===== src/rtl/time_counter.sv =====
// Time-of-day counter with a one-second prescaler and a four-state set mode
// (RUN, SET_HOUR, SET_MIN, SET_SEC). All outputs come straight from registers.
module time_counter #(
  parameter int unsigned TICK_DIV = 50000000
) (
  input  logic       clock,
  input  logic       reset_n,
  input  logic       mode_pulse,
  input  logic       inc_pulse,
  output logic [5:0] hour,
  output logic [5:0] minute,
  output logic [5:0] second,
  output logic [1:0] mode,
  output logic       day_pulse
);

  localparam int unsigned PW = (TICK_DIV > 2) ? $clog2(TICK_DIV) : 1;
  localparam logic [PW-1:0] PRESC_LAST = PW'(TICK_DIV - 1);

  typedef enum logic [1:0] {
    RUN      = 2'd0,
    SET_HOUR = 2'd1,
    SET_MIN  = 2'd2,
    SET_SEC  = 2'd3
  } state_e;

  state_e        state_q, state_d;
  logic [PW-1:0] presc_q, presc_d;
  logic [5:0]    hour_q, hour_d;
  logic [5:0]    min_q, min_d;
  logic [5:0]    sec_q, sec_d;
  logic          day_q, day_d;
  logic          tick;

  assign tick = (state_q == RUN) && (presc_q == PRESC_LAST);

  always_ff @(posedge clock) begin
    if (!reset_n) begin
      state_q <= RUN;
      presc_q <= '0;
      hour_q  <= '0;
      min_q   <= '0;
      sec_q   <= '0;
      day_q   <= 1'b0;
    end else begin
      state_q <= state_d;
      presc_q <= presc_d;
      hour_q  <= hour_d;
      min_q   <= min_d;
      sec_q   <= sec_d;
      day_q   <= day_d;
    end
  end

  always_comb begin
    state_d = state_q;
    presc_d = presc_q;
    hour_d  = hour_q;
    min_d   = min_q;
    sec_d   = sec_q;
    day_d   = 1'b0;

    unique case (state_q)
      RUN: begin
        presc_d = tick ? '0 : presc_q + PW'(1);
        if (tick) begin
          if (sec_q == 6'd59) begin
            sec_d = '0;
            if (min_q == 6'd59) begin
              min_d = '0;
              if (hour_q == 6'd23) begin
                hour_d = '0;
                day_d  = 1'b1;
              end else begin
                hour_d = hour_q + 6'd1;
              end
            end else begin
              min_d = min_q + 6'd1;
            end
          end else begin
            sec_d = sec_q + 6'd1;
          end
        end
        if (mode_pulse) state_d = SET_HOUR;
      end
      SET_HOUR: begin
        if (mode_pulse)     state_d = SET_MIN;
        else if (inc_pulse) hour_d  = (hour_q == 6'd23) ? '0 : hour_q + 6'd1;
      end
      SET_MIN: begin
        if (mode_pulse)     state_d = SET_SEC;
        else if (inc_pulse) min_d   = (min_q == 6'd59) ? '0 : min_q + 6'd1;
      end
      SET_SEC: begin
        if (mode_pulse)     state_d = RUN;
        else if (inc_pulse) sec_d   = (sec_q == 6'd59) ? '0 : sec_q + 6'd1;
      end
      default: state_d = RUN;
    endcase

    // Any edge that ends outside RUN parks the prescaler at 0, so re-entering
    // RUN (or a tick coinciding with mode_pulse) restarts a full TICK_DIV period.
    if (state_d != RUN) presc_d = '0;
  end

  assign hour      = hour_q;
  assign minute    = min_q;
  assign second    = sec_q;
  assign mode      = state_q;
  assign day_pulse = day_q;

endmodule


===== config.mk =====
export PLATFORM = sky130hd
export DESIGN_NAME = time_counter
export DESIGN_NICKNAME = d
export VERILOG_FILES = /design/src/rtl/time_counter.sv
export SDC_FILE = /design/constraint.sdc
export NUM_CORES = 1
export LEC_CHECK = 0
export ABC_AREA = 1
export CORE_ASPECT_RATIO = 0.7
export CORE_MARGIN = 1
export CORE_UTILIZATION = 30
export CTS_BUF_LIST = sky130_fd_sc_hd__clkbuf_16
export DETAILED_ROUTE_END_ITERATION = 8
export PLACE_DENSITY = 0.46
export SETUP_SLACK_MARGIN = 0.1
export SLEW_MARGIN = 20
export SYNTH_ARGS = -nofsm -noshare
export SYNTH_HDL_FRONTEND = slang
export SYNTH_SLANG_ARGS = --single-unit

===== constraint.sdc =====
create_clock -name clock -period 2.2 [get_ports clock]
set_input_delay 0.55 -clock clock [delete_from_list [all_inputs] [get_ports clock]]
set_output_delay 0.55 -clock clock [all_outputs]
set_load 0.05 [all_outputs]

==> metrics.md, run 1 <==
| Metric | Value |
|---|---|
| Run status | `finished, final reports clean` |
| Clock Skew | `0.006459 ns` |
| Crit-path max FO | `3` |
| Critical path's top delay family | `buffers and inverters` |
| Vias | `2613` |
| Final setup fails | `0` |
| Layout Area Growth over Synthesis | `20.96%` |
| Commonest cells post-synth | `nand2_1, nor2_1, dfxtp_1` |
| Post-Synthesis Cells | `395` |
| Most numerous cell in the Yosys netlist | `nand2_1` |
| Postcts setup bufs | `0` |
| Ys Warns | `0` |
| Routed wl met2 | `2582 um` |
| Largest net degree at the start of global routing | `15` |
| Final hold vios | `0` |
| Initial Util | `31.59%` |
| Critical Path AT | `1.50 ns` |
| DRC | `0` |
| Predominant post-synthesis flop cell | `dfxtp_1` |
| Overall Global Routing Usage | `15.79%` |
| Yosys top cell area share | `34.42%` |
| Antenna cells | `0` |
| Iteration-0 DRC Markers | `146` |
| I/O pin count | `25` |
| Post-DRT Antenna Nets | `0` |
| Worst-path clk slew | `0.06 ns` |
| RSZ-0062 raised after global routing | `no` |
| Startpoint class of the critical path | `flop` |
| Final min period | `2.051 ns` |
| WL final | `7070 um` |
| CTS buffer count | `5` |
| Largest area contributor in the netlist | `dfxtp_1` |
| Main area contributors after synthesis | `dfxtp_1, nand2_1, nor2_1` |
| Pwr dens | `570.9 mW/mm2` |
| Routed len/inst | `12.93 um` |
| Ys async rst share | `0%` |
| Core area | `0.008653 mm2` |
| CP max stage delay | `0.83 ns` |
| Sequential-to-total area share from yosys stat | `34.42%` |
| CTS tree | `built` |
| Peak supply drop | `0.3479 mV` |
| Post-Synthesis Net Count | `403` |
| Global-route wire length before repair | `11420 um` |
| IO Port Bufs | `24` |
| FP Rows | `28` |
| GR Overflow Total | `0` |
| Fillers | `915` |
| Slew HR | `66.46%` |
| Routability cong. | `0.8212` |
| Vias in the first global route | `2198` |
| Highest routed layer | `met4` |
| H-tree Lvls | `2` |
| Clock Path Buffers | `2` |
| Met3 wire length | `294 um` |
| M1 WL | `4116 um` |
| Layout cells sized above 1 | `14.29%` |
| Vias/cell | `4.777` |
| Post-synth EDFFs | `0` |
| Worst EP required | `1.65 ns` |
| Die footprint | `0.009505 mm2` |
| Max Fclk | `0.4875 GHz` |
| Post-synth design cell area | `0.002734 mm2` |
| Synth Register Bits | `47` |
| Worst-path cell chain | `clkdlybuf4s50_1` |
| Nets | `435` |
| Die W | `116.1 um` |
| Mean Syn Cell Area | `6.921 um2` |
| Root Driver | `clkbuf_16` |
| Slowest stage cell, crit path | `clkdlybuf4s50_1` |
| Dpl hpwl | `5352 um` |
| Slew @ Worst Pin | `0.4993 ns` |
| Worst min path class | `reg -> reg` |
| CTS sink cnt | `47` |
| Pre-CTS setup slack | `0.2041 ns` |
| Setup TNS | `0 ns` |
| Die height | `81.87 um` |
| Worst skew pair latency | `0.29 ns` |
| Static leakage | `0.001325 uW` |
| WP buf/inv | `1` |
| Worst setup EP type | `output pin` |
| Pins Over Slew Limit | `0` |
| Critical path class | `reg -> out` |
| Final WS setup | `0.1487 ns` |
| Max-cap violations | `0` |
| DR pass1 iterations | `4` |
| Post-synth cell types | `38` |
| Initial antenna violation count | `0` |
| Tcrit/Tclk final | `93.24%` |
## worst register-to-register path, stage by stage, from the launching register on
cell     delay [ns]
dfxtp_1        0.40
ha_1           0.21
nand2_1        0.11
nor2_4         0.21
inv_1          0.14
o21ai_2        0.31
nand2_2        0.17
nand2_1        0.10
a21oi_1        0.06
## repair_timing
action / in CTS / in global routing
hold endpoints to repair: 0 / 0
resized for setup: 6 / 8
hold buffers: 0 / 0
setup endpoints to repair: 6 / 8
## power breakdown
| group | leakage, uW | internal [uW] | switching [uW] |
|---|---|---|---|
| Combinational | 0.000865 | 43.6 | 120 |
| Sequential | 0.000379 | 860 | 11.5 |
| Clock | 0.0000811 | 526 | 327 |
| Total | 0.00132 | 1430 | 459 |
## per-stage QoR
| step | hold slack, ns | power [uW] | area, um2 | instances | util [%] |
|---|---|---|---|---|---|
| 2_1_floorplan | 0.4606 | 1009 | 2734 | 395 | - |
| 3_3_place_gp | 0.4888 | 1059 | 3136 | 540 | 36.23 |
| 3_5_place_dp | 0.4954 | 1057 | 3136 | 540 | 36.23 |
| 4_1_cts | 0.5057 | 1919 | 3287 | 547 | 37.98 |
| 5_1_grt | 0.5201 | 1979 | 3307 | 547 | 38.22 |
| 6_report | 0.5056 | 1888 | 3307 | 547 | 38.22 |
## per-layer routing
layer  GRT usage (%)  vias to the layer above
li1                -                     1359
met1           25.78                     1198
met2           19.17                       49
met3           3.542                        7
met4           4.615                        0
met5               0                        -
## path summary, 6_finish.rpt
check             startpoint    endpoint  slack, ns  cells past startpoint
setup reg to reg   second[0]   minute[3]       0.35                      8
hold / removal    presc_q[1]  presc_q[1]       0.51                      2
hold reg to reg   presc_q[1]  presc_q[1]       0.51                      2
setup / recovery   minute[0]   minute[0]       0.15                      1
## area by class of cell
| class | count | area [um2] | area share (%) |
|---|---|---|---|
| inverter | 47 | 186.4 | 5.638 |
| tap | 120 | 150.1 | 4.540 |
| clock buffer | 5 | 125.1 | 3.784 |
| sequential | 47 | 940.9 | 28.45 |
| multi-input combinational | 297 | 1583 | 47.86 |
| timing repair buffer | 29 | 287.8 | 8.702 |
| clock inverter | 2 | 33.78 | 1.022 |
## cells in the final DEF, fill, tap and decap left out, types with 2 or more instances in the layout
cell             count
nor3b_2              3
ha_1                 4
o21ai_0              9
o21ai_1              3
nand4_1             12
a21oi_1             31
or2_2                5
inv_1               40
inv_2                5
nand3_4              2
nor3_1               9
nor4_1               5
dfxtp_1             47
nand2_2             11
nor2_4               6
nor2_1              59
nand3_1             33
clkdlybuf4s50_1      9
clkbuf_16            5
nor2_2               4
buf_4                6
xor2_1               8
dlymetal6s2s_1       8
nor3_2               3
nand3_2              2
nand2_1             78
dlygate4sd2_1        6
## cells by family (layout without fill, tap and decap cells)
logic type,Yosys count,in the layout,synth area share [%]
xor+xnor,9,9,2.883
flops,47,47,34.42
buf+inv,51,83,7.689
compound gates,49,49,9.840
fa+ha+maj,4,4,1.831
simple gates,235,235,43.34
## state kept, by name (all words and copies together) (netlist names)
| name | count |
|---|---|
| hour | 6 |
| minute | 6 |
| second | 6 |
| presc_q | 26 |
| day_pulse | 1 |
| mode | 2 |
Power figures use the tool's default switching activity.
==> inputs of run 2 (changes only) <==
ABC_AREA = not set   (was 1)
PLACE_DENSITY = 0.47   (was 0.46)
==> metrics.md, run 2 <==
| Metric | Value |
|---|---|
| Post-DRT Antenna Nets | `0` |
| Initial Util | `31.41%` |
| Layout Area Growth over Synthesis | `46.49%` |
| Largest family of logic cells by synthesized area | `simple AND/OR/NAND/NOR gates` |
| Synth Area in Simple Gates | `32.85%` |
| Mean Syn Cell Area | `8.435 um2` |
| Crit-path max FO | `4` |
| Final setup fails | `43` |
| DR pass1 iterations | `4` |
| CP max stage delay | `0.55 ns` |
| Synth Area in Compound Gates | `11.76%` |
| Core area | `0.007385 mm2` |
| Worst setup EP type | `flop` |
| Reg-to-Reg Start | `presc_q[24]` |
| Layout cells sized above 1 | `27.02%` |
| Clock Skew | `0.007912 ns` |
| Final hold vios | `0` |
| Post-Synthesis Cells | `275` |
| Commonest cells after routing, fill and taps aside | `buf_4, dfxtp_1, nor2_1, nand2_1, nand3_1` |
| Iteration-0 DRC Markers | `106` |
| Predominant post-synthesis flop cell | `dfxtp_1` |
| IO Port Bufs | `24` |
| Initial antenna violation count | `0` |
| Overall Global Routing Usage | `15.25%` |
| Max reg flops | `26` |
| Hold Crit Start | `hour[0]` |
| Sw Share | `22.46%` |
| Worst skew pair latency | `0.29 ns` |
| DRC | `0` |
| Routed len/inst | `12.89 um` |
| Vias | `2214` |
| Post-synth cell types | `46` |
| Worst hold endpoint | `hour[0]` |
| Pwr dens | `548.3 mW/mm2` |
| Clock Path Buffers | `2` |
| CTS sink cnt | `47` |
| Tcrit/Tclk final | `121.5%` |
| Final instance area | `0.003398 mm2` |
| Switching pwr | `418.5 uW` |
| Post-synthesis xor/xnor area fraction | `8.684%` |
| RSZ-0062 raised after global routing | `yes` |
| Die height | `75.57 um` |
| Violated checks | `setup timing` |
| Slowest stage cell, crit path | `or4_4` |
| Post-Synthesis Net Count | `283` |
| Die W | `107.1 um` |
| Vias in the first global route | `1890` |
| Fillers | `743` |
| Antenna cells | `0` |
| Ys Warns | `0` |
| Most numerous cell in the Yosys netlist | `dfxtp_1` |
| Die footprint | `0.008094 mm2` |
| Pins Over Slew Limit | `0` |
| Total power | `1863 uW` |
| Worst-path cell chain | `or4bb_1, or4_4, or4_4, a21o_1, or4_1, a21boi_1` |
| Worst min path class | `reg -> reg` |
| Internal power | `1445 uW` |
| Dpl hpwl | `4191 um` |
| Max Fclk | `0.3740 GHz` |
| Worst EP required | `2.43 ns` |
| Slew HR | `55.51%` |
| R2r setup slk | `-0.47 ns` |
| Sequential share of power | `46.5%` |
| Post-synth design cell area | `0.002320 mm2` |
| Post-synth EDFFs | `0` |
| Peak supply drop | `0.2354 mV` |
| Run status | `complete, but fails checks` |
| Gate power share | `6.8%` |
| Final min period | `2.674 ns` |
| Yosys top cell area share | `40.56%` |
| CTS buffer count | `5` |
| Crit path top cell by count | `or4_4` |
| Critical Path AT | `2.90 ns` |
| Commonest cells post-synth | `dfxtp_1, nor2_1, nand2_1` |
| Global-route wire length before repair | `9384 um` |
| WL final | `5889 um` |
| R2r worst-path depth | `6` |
| RR Endpoint | `minute[5]` |
| Static leakage | `0.001394 uW` |
| I/O pin count | `25` |
| Main area contributors after synthesis | `dfxtp_1, nor2_1, xnor2_1` |
| CTS tree | `built` |
| Largest net degree at the start of global routing | `21` |
| H-tree Lvls | `2` |
| Largest area contributor in the netlist | `dfxtp_1` |
| Post-CTS Hold Fix Bufs | `0` |
| Ys async rst share | `0%` |
| GR Overflow Total | `0` |
| Clock network power share | `46.7%` |
| Routability cong. | `0.7509` |
| Multiplexer area fraction after synthesis | `0.8630%` |
| Slew @ Worst Pin | `0.6580 ns` |
| Startpoint class of the critical path | `flop` |
| Commonest non-fill, non-tap cell in the layout | `buf_4` |
| Synth Register Bits | `47` |
| Final WS setup | `-0.4736 ns` |
| Worst-path clk slew | `0.07 ns` |
| Largest reg by FF count | `presc_q` |
| Placed Instance Area | `0.003077 mm2` |
| Synth Area in Adders | `2.157%` |
| Sequential-to-total area share from yosys stat | `40.56%` |
| Max-cap violations | `0` |
| Nets | `366` |
| Vias/cell | `4.845` |
| Min-Delay Path Depth | `2` |
| FP Rows | `26` |
| Critical path class | `reg -> reg` |
| Root Driver | `clkbuf_16` |
[run 2: worst max-delay path by stage]
stage | start | endpoint | slack (ns) | depth (start not counted)
6_report | presc_q[24] | minute[5] | -0.47 | 6
5_1_grt | presc_q[24] | minute[5] | -0.52 | 6
4_1_cts | presc_q[24] | minute[5] | -0.45 | 6
3_5_place_dp | presc_q[24] | minute[5] | -0.42 | 6
3_3_place_gp | presc_q[24] | minute[5] | -0.43 | 6
2_1_floorplan | presc_q[24] | hour[3] | -0.41 | 7
[run 2: cell type report]
cell class              instances  area, um2  area share, %
clock buffers                   5      125.1          3.682
clock inverters                 3      38.79          1.141
inverters                       4      15.01         0.4418
multi-input cells             212       1381          40.65
flip-flops and latches         47      945.9          27.84
well taps                      98      122.6          3.608
repair buffers                 88      769.5          22.64
[run 2: worst max-delay path: cells and delay by family (launching register included)]
| family | cells | cell delay [ns] |
|---|---|---|
| AO/OA/AOI/OAI | 2 | 0.31 |
| flip-flops | 1 | 0.32 |
| AND/OR/NAND/NOR | 4 | 1.98 |
[run 2: repair_timing]
action	in CTS	in global routing
endpoints found under the hold margin	0	0
resized for setup	25	20
endpoints found under the setup margin	27	51
setup buffers	8	1
pin swaps	3	9
[run 2: power groups by stage]
stage	Clock [uW]	Sequential (uW)	Combinational, uW
floorplan	0	902	59.4
global placement	0	885	122
detailed placement	0	886	122
CTS	894	866	125
global route	934	867	138
finish	870	866	127
[run 2: metal layers]
| metal | part of all wire, % | track usage [%] |
|---|---|---|
| met1 | 56 | 23.20 |
| met2 | 38 | 20.29 |
| met3 | 4.5 | 3.593 |
| met4 | 1.5 | 5.936 |
| met5 | 0 | 0 |
[run 2: metrics by stage]
step           hold WS [ns]  worst slack [ns]  utilization (%)  instances  setup TNS (ns)
6_report             0.4999           -0.4736            46.02        457          -13.66
5_1_grt              0.5326           -0.5236            46.02        457          -16.20
4_1_cts              0.5078           -0.4535            45.26        457          -12.89
3_5_place_dp         0.4975           -0.4247            41.66        441          -4.113
3_3_place_gp         0.4870           -0.4311            41.66        441          -3.926
2_1_floorplan        0.4625           -0.4118                -        275          -3.143
[run 2: logic make-up after synthesis]
family	after synthesis
buffers and inverters	16
DFF	47
muxes	2
AOI/OAI and AO/OA	43
adders and majority gates	4
xor gates and xnor gates	23
and+or+nand+nor	140
